File: src/rtl/eth_wb_pkg.sv
// Shared types and default widths for the ethmac Wishbone register master.
package eth_wb_pkg;

  localparam int ETH_WB_AW = 12;
  localparam int ETH_WB_DW = 32;

  typedef enum logic [1:0] {
    IDLE = 2'd0,
    BUS  = 2'd1,
    RESP = 2'd2
  } state_e;

  typedef struct packed {
    logic                   we;
    logic [ETH_WB_AW-1:0]   addr;
    logic [ETH_WB_DW-1:0]   wdata;
    logic [ETH_WB_DW/8-1:0] sel;
  } eth_wb_cmd_t;

endpackage

File: src/rtl/eth_wb_timeout.sv
// Bus-cycle watchdog: counts BUS cycles and flags the cycle in which the
// count reaches TIMEOUT_CYC-1.
module eth_wb_timeout #(
  parameter int TIMEOUT_CYC = 256
) (
  input  logic clk,
  input  logic rst,
  input  logic clr_i,
  input  logic en_i,
  output logic expire_o
);

  localparam int CW = (TIMEOUT_CYC > 1) ? $clog2(TIMEOUT_CYC) : 1;

  logic [CW-1:0] cnt_q, cnt_d;

  always_comb begin
    // NOTE: default assignment first so no path through this block infers a latch.
    cnt_d = cnt_q;
    if (clr_i)     cnt_d = '0;
    else if (en_i) cnt_d = cnt_q + 1'b1;
  end

  always_ff @(posedge clk or posedge rst) begin
    if (rst) cnt_q <= '0;
    else     cnt_q <= cnt_d;
  end

  assign expire_o = en_i && (cnt_q == CW'(TIMEOUT_CYC - 1));

endmodule

File: src/rtl/eth_wb_reg_master.sv
// Single-outstanding Wishbone classic master for the ethmac register/BD port.
// Optional bus watchdog enabled by defining ETH_WB_TIMEOUT_EN.
module eth_wb_reg_master
  import eth_wb_pkg::*;
#(
  parameter int AW          = ETH_WB_AW,
  parameter int DW          = ETH_WB_DW,
  parameter int TIMEOUT_CYC = 256
) (
  input  logic          clk,
  input  logic          rst,
  input  logic          cmd_valid,
  output logic          cmd_ready,
  input  logic          cmd_we,
  input  logic [AW-1:0] cmd_addr,
  input  logic [DW-1:0] cmd_wdata,
  input  logic [DW/8-1:0] cmd_sel,
  output logic          rsp_valid,
  input  logic          rsp_ready,
  output logic [DW-1:0] rsp_rdata,
  output logic          rsp_err,
  output logic [AW-1:0] wb_adr_o,
  output logic [DW-1:0] wb_dat_o,
  output logic [DW/8-1:0] wb_sel_o,
  output logic          wb_we_o,
  output logic          wb_cyc_o,
  output logic          wb_stb_o,
  input  logic [DW-1:0] wb_dat_i,
  input  logic          wb_ack_i,
  input  logic          wb_err_i,
  output logic          busy
);

  state_e          state_q;
  logic [AW-1:0]   adr_q;
  logic [DW-1:0]   dat_q;
  logic [DW/8-1:0] sel_q;
  logic            we_q;
  logic            cyc_q;
  logic            rsp_valid_q;
  logic [DW-1:0]   rsp_rdata_q;
  logic            rsp_err_q;

  logic cmd_fire;
  logic timeout;
  logic bus_done;
  logic bus_err;
  logic rd_ok;

  assign cmd_fire = (state_q == IDLE) && cmd_valid;

`ifdef ETH_WB_TIMEOUT_EN
  eth_wb_timeout #(
    .TIMEOUT_CYC(TIMEOUT_CYC)
  ) u_timeout (
    .clk      (clk),
    .rst      (rst),
    .clr_i    (cmd_fire),
    .en_i     (state_q == BUS),
    .expire_o (timeout)
  );
`else
  assign timeout = 1'b0;
`endif

  // A real ack in the expiry cycle still wins over the watchdog.
  assign bus_done = cyc_q && (wb_ack_i || wb_err_i || timeout);
  assign bus_err  = wb_err_i || (timeout && !wb_ack_i);
  assign rd_ok    = !we_q && wb_ack_i && !wb_err_i;

  // NOTE: state uses non-blocking assignments so every flop samples pre-edge values.
  always_ff @(posedge clk or posedge rst) begin
    if (rst) begin
      state_q     <= IDLE;
      adr_q       <= '0;
      dat_q       <= '0;
      sel_q       <= '0;
      we_q        <= 1'b0;
      cyc_q       <= 1'b0;
      rsp_valid_q <= 1'b0;
      rsp_rdata_q <= '0;
      rsp_err_q   <= 1'b0;
    end else begin
      case (state_q)
        IDLE: begin
          if (cmd_fire) begin
            adr_q   <= cmd_addr;
            dat_q   <= cmd_we ? cmd_wdata : '0;
            sel_q   <= cmd_sel;
            we_q    <= cmd_we;
            cyc_q   <= 1'b1;
            state_q <= BUS;
          end
        end
        BUS: begin
          if (bus_done) begin
            cyc_q       <= 1'b0;
            rsp_valid_q <= 1'b1;
            rsp_err_q   <= bus_err;
            rsp_rdata_q <= rd_ok ? wb_dat_i : '0;
            state_q     <= RESP;
          end
        end
        RESP: begin
          if (rsp_ready) begin
            rsp_valid_q <= 1'b0;
            state_q     <= IDLE;
          end
        end
        default: state_q <= IDLE;
      endcase
    end
  end

  assign cmd_ready = (state_q == IDLE);
  assign busy      = (state_q != IDLE);
  assign rsp_valid = rsp_valid_q;
  assign rsp_rdata = rsp_rdata_q;
  assign rsp_err   = rsp_err_q;
  assign wb_adr_o  = adr_q;
  assign wb_dat_o  = dat_q;
  assign wb_sel_o  = sel_q;
  assign wb_we_o   = we_q;
  assign wb_cyc_o  = cyc_q;
  assign wb_stb_o  = cyc_q;

endmodule
File: config.mk
export PLATFORM = sky130hd
export DESIGN_NAME = eth_wb_reg_master
export DESIGN_NICKNAME = d
export VERILOG_FILES = /design/src/rtl/eth_wb_pkg.sv /design/src/rtl/eth_wb_timeout.sv /design/src/rtl/eth_wb_reg_master.sv
export SDC_FILE = /design/constraint.sdc
export NUM_CORES = 1
export LEC_CHECK = 0
export ABC_CLOCK_PERIOD_IN_PS = 6400
export BUFFER_PORTS_ARGS = -buffer_cell sky130_fd_sc_hd__buf_2
export CAP_MARGIN = 20
export CORE_UTILIZATION = 45
export CTS_CLUSTER_SIZE = 25
export DETAILED_ROUTE_END_ITERATION = 10
export PLACE_DENSITY = 0.81
export SYNTH_ARGS = -nofsm -noshare
export SYNTH_HDL_FRONTEND = slang
export SYNTH_SLANG_ARGS = --single-unit
File: constraint.sdc
create_clock -name clk -period 6.4 [get_ports clk]
set_input_delay 0.96 -clock clk [delete_from_list [all_inputs] [get_ports clk]]
set_output_delay 0.96 -clock clk [all_outputs]
set_load 0.1 [all_outputs]
==> impl_metrics.yaml, run 1 <==
outcome:
  status: "finished clean"
clocking:
  cts_resized: 0
  clockBufferDepth: 2
  cts_setup_buffers: 0
  cts_hold_buf: 0
  cts_sinks: 86
  clkTransAtPathRegs_ps: 80
  cts_root_buf: "clkbuf_8"
  cts_buffers: 9
  insertion_delay_ps: 340
  htree_levels: 3
  cts_tree: "yes"
synthesis:
  async_flop_share_pct: 100
  synthFlopType: "dfrtp_1"
  yosys_warnings: 0
  synth_cells: 335
  synth_edf_count: 0
  ys_seq_elements: 86
  ys_seq_area_share_pct: 59.9
  syn_area_per_cell_sq_um: 10.7
  syn-cell-area_sq_um: 3590
  synth_cell_types: 20
  synth_nets: 422
final_layout:
  antenna_cells: 0
  layout-drive-gt1-share_pct: 42.3
  final_nets: 589
  nFillCells: 642
  utilization_pct: 61.3
  synthToLayoutAreaGrowth_pct: 31.7
grt:
  grt_usage_pct: 19.2
  grt_pass1_wl_um: 12700
  overflow: 0
  first_global_vias: 2788
  grt_max_degree: 87
  grt_antenna_before_repair: 0
worst_setup_path:
  criticalPathCategory: "primary input to flop"
  path_max_fanout: 24
  start_kind: "primary input"
  r2r_end: "rsp_err"
  crit_slowest_cell: "nor3_2"
  critPathCaptureType: "flop"
  cp_cell_sequence: "buf_2 > nor2_1 > nor3_2 > buf_4 > mux2_2"
  reg2reg_from: "state_q[0]"
  max_stage_delay_ps: 790
  required_ps: 6620
  worst-r2r-cell-count: 4
  r2r_slack_ps: 4060
  cp.arrival_ps: 2840
die:
  die_x_um: 91.4
  die_y_um: 91.4
  io_pins: 174
  start_util_pct: 46.5
  design.core.area_sq_um: 7730
  dieArea_sq_um: 8350
  rows: 32
routing:
  drc: 0
  ant_nets: 0
  drt_iter0_markers: 75
  vias: 2820
  avgRoutedWirePerCell_um: 13.1
  drtPass1Iterations: 4
  avgViaCountPerCell: 4.64
  wl_um: 7950
sta:
  clock_skew_ps: 7.96
  hold_viol_final: 0
  period_needed_ps: 2620
  tns_ps: 0
  finalCritPeriodShare_pct: 40.9
  maxSlewViolCount: 0
  max_slew.worst_pin.slew_ps: 986
  timing.slew.headroom_pct: 33.9
  fmax_mhz: 382
  setup_viol: 0
  rsz0062_at_grt: "no"
  whs_ps: 483
  fin_ws_ps: 3780
min_path:
  worst_hold_path.endpoint: "wb_dat_o[7]"
  min_delay_path_depth: 2
  min_path_type: "flop to flop"
  hp-start: "wb_dat_o[7]"
flow_run:
  timing.max_cap.violations: 0
place:
  dp_hpwl_um: 5750
  gp_congestion: 0.749
  port_buffers: 173
  pre_cts_slack_ps: 3420
kinds of logic (layout without fill, tap and decap cells):
group           count (synthesis)  count (layout)  synth area share, %
flops                          86              86                 59.9
compound gates                 37              37                 5.26
simple gates                  106             106                 11.6
mux                            50              50                 16.2
buf+inv                        56             227                 7.03
final cells by class:
cell class / instances / area, sq um / area share [%]
multi-input combinational: 193 / 1200 / 25.4
sequential: 86 / 2150 / 45.5
tap: 102 / 128 / 2.70
clock inverter: 4 / 72.6 / 1.53
inverter: 35 / 133 / 2.80
clock buffer: 11 / 131 / 2.77
timing repair buffer: 177 / 916 / 19.3
cell usage after synthesis (2+ instances only):
master / count / share of area [%]
mux2i_1: 32 / 8.9
dfrtp_1: 86 / 60
nor2_1: 2 / 0.21
nor3_1: 2 / 0.28
buf_6: 3 / 0.94
buf_2: 4 / 0.56
buf_4: 4 / 0.84
mux2_4: 16 / 6.7
nand2_1: 97 / 10
o21ai_0: 34 / 4.7
mux2_2: 2 / 0.63
or2_2: 2 / 0.35
clkbuf_1: 10 / 1.0
inv_1: 35 / 3.7
worst max-delay path, delay by kind of cell:
family	cells	cell delay (ps)
muxes	1	380
buffers and inverters	2	610
and+or+nand+nor	2	880
registers in the layout, summed over array words and instances, names as in the netlist:
| name | cells |
|---|---|
| rsp_rdata | 32 |
| rsp_valid | 1 |
| wb_sel_o | 4 |
| wb_dat_o | 32 |
| rsp_err | 1 |
| wb_we_o | 1 |
| wb_cyc_o | 1 |
| state_q | 2 |
| wb_adr_o | 12 |
stage by stage:
stage          area, sq um  std cells
3_5_place_dp          4500        592
3_3_place_gp          4500        592
2_1_floorplan         3590        335
5_1_grt               4730        608
4_1_cts               4710        607
6_report              4730        608
routing by layer:
layer,GRT usage [%],wire (um),vias up
li1,-,-,1382
met1,24.3,3430,1286
met2,32.6,3850,142
met3,3.94,565,10
met4,7.01,101,0
met5,0,0,-
how the worst max path moves through the flow:
| stage | start | slack [ps] | cells past startpoint | end |
|---|---|---|---|---|
| floorplan | rst | 3220 | 1 | rsp_err |
| global placement | wb_err_i | 3430 | 5 | rsp_err |
| detailed placement | wb_err_i | 3420 | 5 | rsp_err |
| finish | wb_err_i | 3780 | 5 | rsp_err |
| CTS | wb_err_i | 3770 | 5 | rsp_err |
| global route | wb_err_i | 3710 | 5 | rsp_err |
cell usage in the layout (no fill, tap or decap), drive strengths merged:
cell type	count
a21o	1
a21oi	1
buf	177
bufinv	2
clkbuf	11
clkinv	2
clkinvlp	1
dfrtp	86
inv	34
mux2	18
mux2i	32
nand2	97
nand3b	1
nor2	2
nor3	2
nor3b	1
o21ai	34
o22ai	1
or2	2
or3b	1
Power of run 1 is left out: the tool's default activity adds up to more than one toggle a clock period on the data nets, which glitch-free logic cannot reach.
==> inputs of run 2 (changes only) <==
- ABC_CLOCK_PERIOD_IN_PS: 6400 -> 2400
- CORE_UTILIZATION: 45 -> 42
- PLACE_DENSITY: 0.81 -> 0.8
- clock period: 6.4 -> 2.4 ns (I/O delays scaled with it)
==> run 2 against run 1 <==
Die area increased by 7.0%. Largest cell class unchanged. Critical endpoint is now cmd_ready. Non-clock buffer count unchanged. Worst hold slack worse by 330 ps. Via count shrank 0.25%. First-iteration DRC count fell by 23%.
==> impl_metrics.yaml, run 2 (synthesis gave the netlist of run 1 again) <==
final_layout:
  layout-drive-gt1-share_pct: 42.3
  antenna_cells: 0
  synthToLayoutAreaGrowth_pct: 31.7
  final_nets: 589
  final_common_cell: "buf_2"
  nFillCells: 716
  mostFrequentLayoutCells: "buf_2, nand2_1, dfrtp_1"
routing:
  wl_um: 7900
  drtPass1Iterations: 4
  ant_nets: 0
  drt_iter0_markers: 58
  vias: 2813
  drc: 0
  avgRoutedWirePerCell_um: 12.9
  avgViaCountPerCell: 4.60
die:
  design.core.area_sq_um: 8260
  io_pins: 174
  start_util_pct: 43.5
  die_x_um: 94.5
  rows: 33
  dieArea_sq_um: 8930
  die_y_um: 94.5
sta:
  finalCritPeriodShare_pct: 81.4
  whs_ps: 150
  rsz0062_at_grt: "no"
  timing.slew.headroom_pct: 35.8
  period_needed_ps: 1950
  max_slew.worst_pin.slew_ps: 963
  tns_ps: 0
  fmax_mhz: 512
  setup_viol: 0
  hold_viol_final: 0
  maxSlewViolCount: 0
  clock_skew_ps: 11.3
grt:
  grt_usage_pct: 17.7
  grt_antenna_before_repair: 0
  grt_max_degree: 87
  overflow: 0
  first_global_vias: 2625
  grt_pass1_wl_um: 12200
worst_setup_path:
  cp.arrival_ps: 1590
  cp_cell_sequence: "or2_2 > inv_1 > buf_2"
  max_stage_delay_ps: 450
  path_delay_family: "buffers and inverters"
  start_kind: "flop"
  reg2reg_from: "state_q[1]"
  crit_slowest_cell: "dfrtp_1"
  path_max_fanout: 7
  r2r_slack_ps: 620
  required_ps: 2040
  cp.buffers_inverters: 2
  startpoint: "state_q[0]"
  criticalPathCategory: "flop to output port"
  critPathCaptureType: "output port"
clocking:
  cts_root_buf: "clkbuf_8"
  cts_hold_buf: 0
  cts_tree: "yes"
  cts_setup_buffers: 0
  htree_levels: 3
  cts_resized: 0
  cts_sinks: 86
  insertion_delay_ps: 340
  clkTransAtPathRegs_ps: 80
  cts_buffers: 9
  clockBufferDepth: 2
outcome:
  status: "finished clean"
flow_run:
  timing.max_cap.violations: 0
place:
  gp_congestion: 0.689
  port_buffers: 173
  dp_hpwl_um: 5580
min_path:
  min_path_type: "primary input to asynchronous set/reset pin"
-- run 2: through the flow --
stage | util (%) | cells | instance area, sq um | worst slack [ps]
2_1_floorplan | - | 335 | 3600 | 417
3_3_place_gp | 54.8 | 596 | 4530 | 522
3_5_place_dp | 54.8 | 596 | 4530 | 480
4_1_cts | 57.3 | 611 | 4730 | 421
5_1_grt | 57.3 | 611 | 4730 | 358
6_report | 57.3 | 611 | 4730 | 447
-- run 2: layout make-up --
type                    instances  area [sq um]  share of cell area [%]
flip-flops and latches         86          2150                    45.5
well taps                     105           131                    2.78
inverters                      35           135                    2.85
multi-input cells             193          1200                    25.4
clock buffers                  11           131                    2.78
repair buffers                177           908                    19.2
clock inverters                 4          72.6                    1.53
-- run 2: layer usage --
metal	vias up	wire, um	track usage, %
met5	-	0	0
met4	0	80	6.44
met3	7	668	5.39
met2	131	3670	28.8
met1	1284	3480	22.3
li1	1391	-	-
-- run 2: path summary, 6_finish.rpt --
kind                                endpoint  depth (start not counted)
worst max-delay path               cmd_ready                          3
worst max register to register   wb_adr_o[9]                          2
worst min-delay path                 wb_we_o                          3
worst min register to register   wb_dat_o[8]                          2
min in group clk                 wb_adr_o[0]                          2
max in group asynchronous       wb_dat_o[21]                          3
-- run 2: worst register-to-register path: stages (launching register included) --
cell	delay [ps]
dfrtp_1	460
or3b_4	780
mux2_2	440
Power of run 2 is left out for the same reason.
